File: src/rtl/nab_seq_pkg.sv
// Shared constants and state encoding for the DAC sweep sequencer.
package nab_seq_pkg;

  localparam int DEF_DAC_XFER_CYCLES = 40;
  localparam int RES_W               = 12;

  typedef enum logic [2:0] {
    ST_IDLE   = 3'd0,
    ST_LOAD   = 3'd1,
    ST_START  = 3'd2,
    ST_XFER   = 3'd3,
    ST_SETTLE = 3'd4,
    ST_SAMPLE = 3'd5,
    ST_RESULT = 3'd6
  } seq_state_e;

endpackage

File: src/rtl/aux_averager.sv
// Selects one XADC aux channel and averages 2^LOG2_AVG captures spaced gap+1 cycles apart.
// done/avg_out are combinational in the final capture cycle so the caller can register them.
module aux_averager
  import nab_seq_pkg::*;
#(
  parameter int LOG2_AVG = 2
) (
  input  logic             clk,
  input  logic             rst_n,
  input  logic             clear,
  input  logic             start,
  input  logic [7:0]       gap,
  input  logic [1:0]       aux_sel,
  input  logic [RES_W-1:0] aux0,
  input  logic [RES_W-1:0] aux1,
  input  logic [RES_W-1:0] aux2,
  input  logic [RES_W-1:0] aux3,
  output logic             done,
  output logic [RES_W-1:0] avg_out
);

  localparam int ACC_W = RES_W + LOG2_AVG;
  localparam int CNT_W = LOG2_AVG + 1;
  localparam logic [CNT_W-1:0] AVG_LAST = CNT_W'((1 << LOG2_AVG) - 1);

  logic [ACC_W-1:0] acc_r;
  logic [CNT_W-1:0] cap_cnt_r;
  logic [7:0]       gap_cnt_r;
  logic             active_r;

  logic [RES_W-1:0] sel_s;
  logic             capture_s;
  logic [CNT_W-1:0] cur_cnt_s;
  logic [ACC_W-1:0] base_s;
  logic [ACC_W-1:0] sum_s;

  // Channel mux
  always_comb begin
    case (aux_sel)
      2'd0:    sel_s = aux0;
      2'd1:    sel_s = aux1;
      2'd2:    sel_s = aux2;
      2'd3:    sel_s = aux3;
      default: sel_s = aux0;
    endcase
  end

  // Capture decision; the start cycle restarts the sum from zero
  always_comb begin
    capture_s = start | (active_r & (gap_cnt_r == 8'd0));
    if (start) begin
      cur_cnt_s = '0;
      base_s    = '0;
    end else begin
      cur_cnt_s = cap_cnt_r;
      base_s    = acc_r;
    end
    sum_s   = base_s + ACC_W'(sel_s);
    done    = capture_s & (cur_cnt_s == AVG_LAST);
    avg_out = RES_W'(sum_s >> LOG2_AVG);
  end

  // Accumulator and capture/gap counters
  always_ff @(posedge clk or negedge rst_n) begin
    if (!rst_n) begin
      acc_r     <= '0;
      cap_cnt_r <= '0;
      gap_cnt_r <= 8'd0;
      active_r  <= 1'b0;
    end else if (clear) begin
      acc_r     <= '0;
      cap_cnt_r <= '0;
      gap_cnt_r <= 8'd0;
      active_r  <= 1'b0;
    end else if (capture_s) begin
      acc_r     <= sum_s;
      cap_cnt_r <= cur_cnt_s + CNT_W'(1);
      gap_cnt_r <= gap;
      active_r  <= ~done;
    end else if (active_r) begin
      gap_cnt_r <= gap_cnt_r - 8'd1;
    end
  end

endmodule

File: src/rtl/dac_sweep_sequencer.sv
// Steps the PMOD DAC through a code sweep and streams one averaged XADC reading per step.
module dac_sweep_sequencer
  import nab_seq_pkg::*;
#(
  parameter int DAC_XFER_CYCLES = DEF_DAC_XFER_CYCLES,
  parameter int LOG2_AVG        = 2,
  parameter int SETTLE_W        = 32
) (
  input  logic                S_AXI_ACLK,
  input  logic                S_AXI_ARESETN,
  input  logic                cfg_start,
  input  logic                cfg_abort,
  input  logic [15:0]         cfg_start_code,
  input  logic [15:0]         cfg_step,
  input  logic [15:0]         cfg_num_steps,
  input  logic [SETTLE_W-1:0] cfg_settle_cycles,
  input  logic [7:0]          cfg_sample_gap,
  input  logic [1:0]          cfg_aux_sel,
  input  logic [RES_W-1:0]    measured_aux0,
  input  logic [RES_W-1:0]    measured_aux1,
  input  logic [RES_W-1:0]    measured_aux2,
  input  logic [RES_W-1:0]    measured_aux3,
  output logic [15:0]         dac_din,
  output logic                dac_load_din,
  output logic                dac_start,
  output logic                res_valid,
  input  logic                res_ready,
  output logic [15:0]         res_code,
  output logic [RES_W-1:0]    res_sample,
  output logic [15:0]         res_index,
  output logic                res_clipped,
  output logic                busy,
  output logic                done,
  output logic                aborted
);

  localparam logic [SETTLE_W-1:0] XFER_LAST = SETTLE_W'(DAC_XFER_CYCLES - 1);

  seq_state_e          state_r;
  logic [15:0]         code_r;
  logic [15:0]         step_r;
  logic [15:0]         num_steps_r;
  logic [15:0]         index_r;
  logic [SETTLE_W-1:0] settle_r;
  logic [SETTLE_W-1:0] wait_r;
  logic [7:0]          gap_r;
  logic [1:0]          aux_sel_r;
  logic                clipped_r;
  logic                avg_start_r;

  logic [16:0]         sum17_s;
  logic [15:0]         next_code_s;
  logic                next_clip_s;
  logic                last_step_s;
  logic                abort_s;
  logic                avg_done_s;
  logic [RES_W-1:0]    avg_out_s;

  // Saturating code step and end-of-sweep detection
  always_comb begin
    sum17_s = {1'b0, code_r} + {1'b0, step_r};
    if (sum17_s[16]) begin
      next_code_s = 16'hFFFF;
    end else begin
      next_code_s = sum17_s[15:0];
    end
    next_clip_s = clipped_r | sum17_s[16];
    last_step_s = ((index_r + 16'd1) == num_steps_r);
    abort_s     = cfg_abort & (state_r != ST_IDLE);
  end

  aux_averager #(
    .LOG2_AVG (LOG2_AVG)
  ) u_avg (
    .clk     (S_AXI_ACLK),
    .rst_n   (S_AXI_ARESETN),
    .clear   (abort_s),
    .start   (avg_start_r),
    .gap     (gap_r),
    .aux_sel (aux_sel_r),
    .aux0    (measured_aux0),
    .aux1    (measured_aux1),
    .aux2    (measured_aux2),
    .aux3    (measured_aux3),
    .done    (avg_done_s),
    .avg_out (avg_out_s)
  );

  // Sequencer FSM with registered strobes and result payload
  always_ff @(posedge S_AXI_ACLK or negedge S_AXI_ARESETN) begin
    if (!S_AXI_ARESETN) begin
      state_r      <= ST_IDLE;
      code_r       <= 16'd0;
      step_r       <= 16'd0;
      num_steps_r  <= 16'd0;
      index_r      <= 16'd0;
      settle_r     <= '0;
      wait_r       <= '0;
      gap_r        <= 8'd0;
      aux_sel_r    <= 2'd0;
      clipped_r    <= 1'b0;
      avg_start_r  <= 1'b0;
      dac_din      <= 16'd0;
      dac_load_din <= 1'b0;
      dac_start    <= 1'b0;
      res_valid    <= 1'b0;
      res_code     <= 16'd0;
      res_sample   <= '0;
      res_index    <= 16'd0;
      res_clipped  <= 1'b0;
      busy         <= 1'b0;
      done         <= 1'b0;
      aborted      <= 1'b0;
    end else begin
      dac_load_din <= 1'b0;
      dac_start    <= 1'b0;
      done         <= 1'b0;
      avg_start_r  <= 1'b0;
      if (abort_s) begin
        state_r   <= ST_IDLE;
        res_valid <= 1'b0;
        busy      <= 1'b0;
        aborted   <= 1'b1;
      end else begin
        case (state_r)
          ST_IDLE: begin
            if (cfg_start) begin
              if (cfg_abort) begin
                aborted <= 1'b1;
              end else if (cfg_num_steps == 16'd0) begin
                done <= 1'b1;
              end else begin
                code_r       <= cfg_start_code;
                step_r       <= cfg_step;
                num_steps_r  <= cfg_num_steps;
                settle_r     <= cfg_settle_cycles;
                gap_r        <= cfg_sample_gap;
                aux_sel_r    <= cfg_aux_sel;
                index_r      <= 16'd0;
                clipped_r    <= 1'b0;
                aborted      <= 1'b0;
                busy         <= 1'b1;
                dac_din      <= cfg_start_code;
                dac_load_din <= 1'b1;
                state_r      <= ST_LOAD;
              end
            end
          end
          ST_LOAD: begin
            dac_start <= 1'b1;
            state_r   <= ST_START;
          end
          ST_START: begin
            wait_r  <= XFER_LAST;
            state_r <= ST_XFER;
          end
          ST_XFER: begin
            if (wait_r != '0) begin
              wait_r <= wait_r - SETTLE_W'(1);
            end else if (settle_r == '0) begin
              avg_start_r <= 1'b1;
              state_r     <= ST_SAMPLE;
            end else begin
              wait_r  <= settle_r - SETTLE_W'(1);
              state_r <= ST_SETTLE;
            end
          end
          ST_SETTLE: begin
            if (wait_r != '0) begin
              wait_r <= wait_r - SETTLE_W'(1);
            end else begin
              avg_start_r <= 1'b1;
              state_r     <= ST_SAMPLE;
            end
          end
          ST_SAMPLE: begin
            if (avg_done_s) begin
              res_valid   <= 1'b1;
              res_sample  <= avg_out_s;
              res_code    <= code_r;
              res_index   <= index_r;
              res_clipped <= clipped_r;
              state_r     <= ST_RESULT;
            end
          end
          ST_RESULT: begin
            if (res_ready) begin
              res_valid <= 1'b0;
              if (last_step_s) begin
                busy    <= 1'b0;
                done    <= 1'b1;
                state_r <= ST_IDLE;
              end else begin
                index_r      <= index_r + 16'd1;
                code_r       <= next_code_s;
                clipped_r    <= next_clip_s;
                dac_din      <= next_code_s;
                dac_load_din <= 1'b1;
                state_r      <= ST_LOAD;
              end
            end
          end
          default: begin
            busy    <= 1'b0;
            state_r <= ST_IDLE;
          end
        endcase
      end
    end
  end

endmodule

File: config.mk
export PLATFORM = sky130hd
export DESIGN_NAME = dac_sweep_sequencer
export DESIGN_NICKNAME = d
export VERILOG_FILES = /design/src/rtl/nab_seq_pkg.sv /design/src/rtl/aux_averager.sv /design/src/rtl/dac_sweep_sequencer.sv
export SDC_FILE = /design/constraint.sdc
export NUM_CORES = 1
export LEC_CHECK = 0
export CORE_ASPECT_RATIO = 1.1
export CORE_MARGIN = 5
export CORE_UTILIZATION = 65
export CTS_CLUSTER_DIAMETER = 30
export DETAILED_ROUTE_END_ITERATION = 16
export DONT_BUFFER_PORTS = 1
export GPL_TIMING_DRIVEN = 0
export PLACE_DENSITY_LB_ADDON = 0.1
export SLEW_MARGIN = 20
export SYNTH_ARGS = -nofsm -noshare
export SYNTH_HDL_FRONTEND = slang
export SYNTH_SLANG_ARGS = --single-unit
File: constraint.sdc
create_clock -name S_AXI_ACLK -period 4.6 [get_ports S_AXI_ACLK]
set_clock_uncertainty 0.2 [all_clocks]
set_input_delay 0.92 -clock S_AXI_ACLK [delete_from_list [all_inputs] [get_ports S_AXI_ACLK]]
set_output_delay 0.92 -clock S_AXI_ACLK [all_outputs]
set_load 0.01 [all_outputs]
Word level (Yosys, flattened, before mapping)
Index checks and enable logic that the tools add are counted.
{ "op_classes": {"n_addsub": 7, "mux": 82, "n_bitwise": 9, "n_eq_ne": 28, "reduce_logical": 23} }
{ "ops": {"columns": ["op", "n"], "rows": [
  ["$mux 16", 11],
  ["$mux 32", 3],
  ["$pmux 32 s3", 1],
  ["$pmux 16 s2", 2],
  ["$sub 32x1->32 const B", 2],
  ["$pmux 12 s4", 1],
  ["$mux 14", 3],
  ["$mux 1", 40],
  ["$mux 3", 11],
  ["$logic_not 32->1", 1],
  ["$reduce_bool 32->1", 1],
  ["$ne 3x3->1 const B", 9],
  ["$mux 8", 3],
  ["$pmux 3 s7", 1],
  ["$add 16x16->17", 1],
  ["$add 16x1->16 const B", 1],
  ["$eq 16x16->1", 1],
  ["$logic_not 16->1", 1],
  ["$add 14x12->14", 1],
  ["$reduce_and 7->1", 2],
  ["$ne 2x2->1 const B", 6],
  ["$reduce_bool 3->1", 4],
  ["$pmux 1 s2", 5],
  ["$eq 3x2->1 const B", 3],
  ["21 further kinds", 35]
]} }
{ "word_totals": {"out_inout_bits": 67, "regBits": 220} }

Longest topological paths before layout
Gate-level depths: netlist (run 1).
{ "depth": {"ltp_word": 7, "depth_mapped": 12, "ltp_nobuf": 11} }

By module
Synthesis (run 1) repeated with hierarchy kept, for this count alone.
{ "hier_totals": {"cells_unflattened": 1480, "area_unflattened_um2": 13105.1} }
{ "by_module_without_submodules": {"columns": ["module", "area_per_inst_um2", "instances", "seq_area_each_um2", "cells_each"], "rows": [
  ["dac_sweep_sequencer", 10676.5, 1, 4854.7, 1213],
  ["aux_averager", 2428.6, 1, 650.6, 267]
]} }

Worst setup path before layout (run 1)
Ideal clock, no wire load.
{ "synth_timing": {"path_type": "input to register", "startpoint": "input port measured_aux3[0]", "endpoint": "register u_avg.acc_r[12]", "arrival_time_ps": 3260, "t_required_ps": 4264, "n_path_buf": 0, "setup_ps": 136, "stages": 10, "setup_slack_ps": 1004, "cell_sequence": "mux4_2 -> ha_1 -> fa_1 -> a21o_1 -> a21oi_1 -> o21a_1 -> o31ai_1 -> o41ai_1 -> o21bai_1 -> a21oi_1"} }
{ "synth_via": {"elab_chain_cells": 4} }
{ "synth_lines": {"columns": ["item", "line_no", "source"], "rows": [
  ["start: declaration", "dac_sweep_sequencer.sv:22", "input logic [RES_W-1:0] measured_aux3,"],
  ["$pmux 12 s4", "aux_averager.sv:39", "case (aux_sel)"],
  ["$add 14x12->14", "aux_averager.sv:58", "sum_s = base_s + ACC_W'(sel_s);"],
  ["$mux 14", "aux_averager.sv:75", "end else if (capture_s) begin"],
  ["$mux 14", "aux_averager.sv:70", "end else if (clear) begin"],
  ["end signal: assignment", "aux_averager.sv:76", "acc_r <= sum_s;"],
  ["end: declaration", "aux_averager.sv:26", "logic [ACC_W-1:0] acc_r;"]
]} }
Every way passes these cells. The select of a mux whose other input is x is not followed.
A chain may end at the register's enable or synchronous reset.

Worst setup path after layout (run 1)
{ "layout_timing": {"startpoint": "register aux_sel_r[0]", "endpoint": "register u_avg.acc_r[12]"} }
{ "layout_via": {"elab_chain_cells": 5, "word_cells_on_any_way": 8, "cone_classes": "add/sub (1); eq/ne (3); mux (3); reduce/logical (1)"} }
{ "layout_lines": {"columns": ["item", "line_no", "source"], "rows": [
  ["start: declaration", "dac_sweep_sequencer.sv:47", "logic [1:0] aux_sel_r;"],
  ["start signal: assignment", "dac_sweep_sequencer.sv:138", "aux_sel_r <= cfg_aux_sel;"],
  ["$eq 2x2->1 (tied with other cells)", "aux_averager.sv:39", null],
  ["$pmux 12 s4 *", "aux_averager.sv:39", null],
  ["$add 14x12->14 *", "aux_averager.sv:58", null],
  ["$mux 14 *", "aux_averager.sv:75", null],
  ["$mux 14 *", "aux_averager.sv:70", null]
]} }
Every way passes the cells marked *; elsewhere a longest branch is shown, timed or not. The select of a mux whose other input is x is not followed.

==> results of run 1 <==
-- stage by stage --
stage	utilization, %	hold WS, ns	cells
finish	75.5	-0.0908	1610
global route	75.5	-0.106	1610
CTS	75.5	-0.106	1609
detailed placement	67.8	0.282	1533
global placement	67.8	0.269	1533
floorplan	-	0.260	1286
-- worst register-to-register path, stage by stage, from the launching register on --
cell and delay, ns:
sky130_fd_sc_hd__dfrtp_1 0.46, sky130_fd_sc_hd__buf_1 0.60, sky130_fd_sc_hd__mux4_2 0.44, sky130_fd_sc_hd__ha_1 0.24
sky130_fd_sc_hd__fa_1 0.42, sky130_fd_sc_hd__a21o_1 0.21, sky130_fd_sc_hd__a21oi_1 0.26, sky130_fd_sc_hd__o21a_1 0.20
sky130_fd_sc_hd__o31ai_1 0.11, sky130_fd_sc_hd__o41ai_1 0.68, sky130_fd_sc_hd__o21bai_1 0.22, sky130_fd_sc_hd__a21oi_1 0.09
-- registers in the layout, summed over array words and instances, names as in the netlist, 8 cells and up --
name / count
step_r: 16
code_r: 16
u_avg.gap_cnt_r: 8
index_r: 16
u_avg.acc_r: 14
res_index: 16
gap_r: 8
res_code: 16
settle_r: 32
res_sample: 12
num_steps_r: 16
wait_r: 32
-- layout make-up --
class                      instances  area [µm²]
antenna                            1        2.50
buffer                            69         294
inverter                          27         101
fill                            1346        4690
tap                              247         309
sequential                       220        5510
multi-input combinational        970        6790
clock buffer                      53        1230
clock inverter                    23         253
-- routing by layer --
layer / vias to the layer above / global-route usage [%]
li1: 4804 / -
met1: 5115 / 37.7
met2: 448 / 51.9
met3: 103 / 9.20
met4: 2 / 11.7
met5: - / 0
-- Yosys cell counts (4+ instances only) --
master / instances / area, µm²
sky130_fd_sc_hd__nand4_1: 11 / 68.8
sky130_fd_sc_hd__and3_1: 5 / 31.3
sky130_fd_sc_hd__o211ai_1: 7 / 52.6
sky130_fd_sc_hd__xnor2_1: 39 / 342
sky130_fd_sc_hd__mux2_2: 109 / 1230
sky130_fd_sc_hd__o21ai_1: 4 / 20.0
sky130_fd_sc_hd__a31oi_1: 12 / 75.1
sky130_fd_sc_hd__a22o_1: 7 / 61.3
sky130_fd_sc_hd__or4_4: 4 / 45.0
sky130_fd_sc_hd__a211oi_1: 15 / 113
sky130_fd_sc_hd__nor3_1: 39 / 195
sky130_fd_sc_hd__buf_1: 4 / 15.0
sky130_fd_sc_hd__o21ai_0: 93 / 465
sky130_fd_sc_hd__a21o_1: 19 / 143
sky130_fd_sc_hd__a32oi_1: 4 / 35.0
sky130_fd_sc_hd__mux4_2: 12 / 270
sky130_fd_sc_hd__a31o_2: 4 / 35.0
sky130_fd_sc_hd__nand3_1: 26 / 130
sky130_fd_sc_hd__a311oi_1: 12 / 105
sky130_fd_sc_hd__o31ai_1: 12 / 90.1
sky130_fd_sc_hd__nor3b_1: 5 / 37.5
sky130_fd_sc_hd__nor2b_1: 23 / 144
sky130_fd_sc_hd__dfrtp_1: 220 / 5510
sky130_fd_sc_hd__or2_2: 8 / 50.1
sky130_fd_sc_hd__nand2_1: 101 / 379
sky130_fd_sc_hd__or3_1: 21 / 131
sky130_fd_sc_hd__ha_1: 37 / 463
sky130_fd_sc_hd__o21a_1: 6 / 45.0
sky130_fd_sc_hd__nor2_1: 115 / 432
sky130_fd_sc_hd__a21oi_1: 70 / 350
sky130_fd_sc_hd__inv_1: 27 / 101
sky130_fd_sc_hd__nor4_1: 26 / 163
sky130_fd_sc_hd__nand2b_1: 9 / 56.3
sky130_fd_sc_hd__xor2_1: 38 / 333
sky130_fd_sc_hd__o22ai_1: 12 / 75.1
sky130_fd_sc_hd__or4_1: 5 / 37.5
sky130_fd_sc_hd__clkbuf_1: 48 / 180
sky130_fd_sc_hd__buf_2: 13 / 65.1
-- cells by family after synthesis --
group	after synthesis	synth area share (%)
xor gates and xnor gates	78	5.49
adders and majority gates	39	3.96
DFF	220	43.4
buffers and inverters	96	3.12
AOI/OAI and AO/OA	313	15.7
muxes	122	11.9
and+or+nand+nor	418	16.5
-- power breakdown --
| part | internal (mW) | switching, mW | leakage (nW) |
|---|---|---|---|
| clock | 2.11 | 1.04 | 0.717 |
| sequential | 2.43 | 0.575 | 2.86 |
| combinational | 1.39 | 1.72 | 2.74 |
| total | 5.94 | 3.33 | 6.32 |
-- how the worst min path moves through the flow --
stage	to	slack [ns]
floorplan	clipped_r	0.26
global placement	clipped_r	0.27
detailed placement	clipped_r	0.28
CTS	wait_r[29]	-0.11
global route	res_sample[4]	-0.11
finish	res_sample[6]	-0.09
==> metrics.log, run 1 <==
[metrics] Critical R2R Capture: u_avg.acc_r[12]
[metrics] horizontal die dimension: 143 µm
[metrics] most common cell after layout, fill and taps aside: sky130_fd_sc_hd__dfrtp_1
[metrics] Detailed Routing Iterations Pass 1: 6
[metrics] slowest cell on the critical path: sky130_fd_sc_hd__o41ai_1
[metrics] number of synthesized flops with an enable pin: 0
[metrics] Tightest Pin Transition: 0.938 ns
[metrics] endpoints failing setup: 0
[metrics] initial core utilization: 66.2%
[metrics] RSZ-0062 raised after global routing: no
[metrics] fraction of final layout cells sized beyond drive strength 1: 17.5%
[metrics] Core Region: 19,200 µm²
[metrics] max-cap viol count: 0
[metrics] Resized cells post-CTS: 0
[metrics] kind of start point of the critical path: register
[metrics] Routed Wire Length: 34,300 µm
[metrics] TritonCTS buffer count: 43
[metrics] PD cells: 640 nW/µm²
[metrics] sequential fraction of the synthesis area: 43.4%
[metrics] aggregate negative setup slack: 0 ns
[metrics] final critical path time including I/O delays and setup: 4.26 ns
[metrics] num ports: 210
[metrics] maximum buffer depth of the clock tree: 3
[metrics] maximum fanout encountered on the critical timing path: 10
[metrics] Setup Slack @ Placement: 0.434 ns
[metrics] initial detailed-routing violation count: 948
[metrics] total number of H-tree levels: 2
[metrics] critical setup path kind: reg2reg
[metrics] total cell area at the placement stage: 13,000 µm²
[metrics] async set or reset register ratio after synthesis: 100%
[metrics] number of pins exceeding their max-slew limit in the final report: 0
[metrics] Hold WS: -0.0908 ns
[metrics] estimated wirelength of the detail-placed design: 23,600 µm
[metrics] number of buffers inserted by post-CTS setup repair: 0
[metrics] vias per cell: 6.50
[metrics] average footprint of a synthesized cell: 9.86 µm²
[metrics] required time of the worst setup path: 4.77 ns
[metrics] Antenna Nets Post-Route: 0
[metrics] wire length of the first global-routing pass: 55,400 µm
[metrics] Met3 Wirelength: 3200 µm
[metrics] register-to-register setup slack: 0.34 ns
[metrics] family with the most delay on the worst path: compound AO/OA/AOI/OAI gates
[metrics] leading cell types in the layout, fill and taps excluded: sky130_fd_sc_hd__dfrtp_1 (220), sky130_fd_sc_hd__nor2_1 (115), sky130_fd_sc_hd__mux2_2 (109)
[metrics] final hold violation count: 220
[metrics] maximum cell stage delay along the critical path: 0.68 ns
[metrics] wire length on met2: 17,100 µm
[metrics] nature of the critical path endpoint: register
[metrics] capturing instance or port of the critical path: u_avg.acc_r[12]
[metrics] f_max: 235 MHz
[metrics] overall die area: 22,400 µm²
[metrics] clock-pin transition on the worst setup and hold timing paths: 0.05 ns
[metrics] number of buffer and inverter instances along the worst setup path: 1
[metrics] number of cells produced by synthesis: 1,286
[metrics] period utilization: 92.6%
[metrics] hold crit path type: in2async
[metrics] critical path data arrival time: 4.43 ns
[metrics] number of antenna violations at the first check in global routing: 2
[metrics] Port Buffer Count: 0
[metrics] overflow left after global routing: 0
[metrics] Setup crit start: aux_sel_r[0]
[metrics] number of placement rows: 53
[metrics] relative max-transition margin: 36.9%
[metrics] vertical die dimension: 157 µm
[metrics] outcome: finished, violations left
[metrics] Design Area, Final: 14,500 µm²
[metrics] crit-path cells: buf_1 > mux4_2 > ha_1 > fa_1 > a21o_1 > a21oi_1 > o21a_1 > o31ai_1 > o41ai_1 > o21bai_1 > a21oi_1
[metrics] pin count of the biggest net entering global routing: 221
[metrics] top layer in use: met5
[metrics] Leak: 6.32 nW
[metrics] TritonCTS clock tree: done
[metrics] count of distinct cell types in the synthesized netlist: 78
[metrics] number of cells on the critical path: 11
[metrics] origin of the critical flop-to-flop path: aux_sel_r[0]
[metrics] number of cells on the worst reg-to-reg path: 11
[metrics] number of remaining DRC errors: 0
[metrics] Final Net Count: 1,513
[metrics] vias in the first global route: 10,800
[metrics] overall via count from detail_route: 10,500
[metrics] detailed-routing wirelength on met1: 12,900 µm
[metrics] overall global routing resource usage: 30.9%
[metrics] most repeated library cell on the critical path: sky130_fd_sc_hd__a21oi_1
[metrics] root cell of the clock tree: sky130_fd_sc_hd__clkbuf_16
[metrics] Net Count, Synth: 1,468
[metrics] violated checks: negative hold slack
[metrics] area delta synth->final: 14.1%
[metrics] total power draw: 9.27 mW
[metrics] CTS Sinks: 220
[metrics] clock insertion delay at the later pin of the skew report: 0.52 ns
[metrics] global placer's final weighted congestion: 0.906
[metrics] Wirelength per Cell: 21.3 µm
[metrics] dominant register cell in the synthesized netlist: sky130_fd_sc_hd__dfrtp_1
[metrics] worst vdd rail ir drop: 0.546 mV
[metrics] final worst setup slack: 0.340 ns
[metrics] Yosys warning count: 0
[metrics] Synth Cell Area: 12,700 µm²
[metrics] count of state elements after synthesis: 220
No activity file was read; power rests on OpenSTA's default activity.
==> run 2: changes to the inputs <==
TNS_END_PERCENT = 5   (was unset)
==> results of run 2 <==
The final DEF is identical to that of run 1; final timing and power are the same.
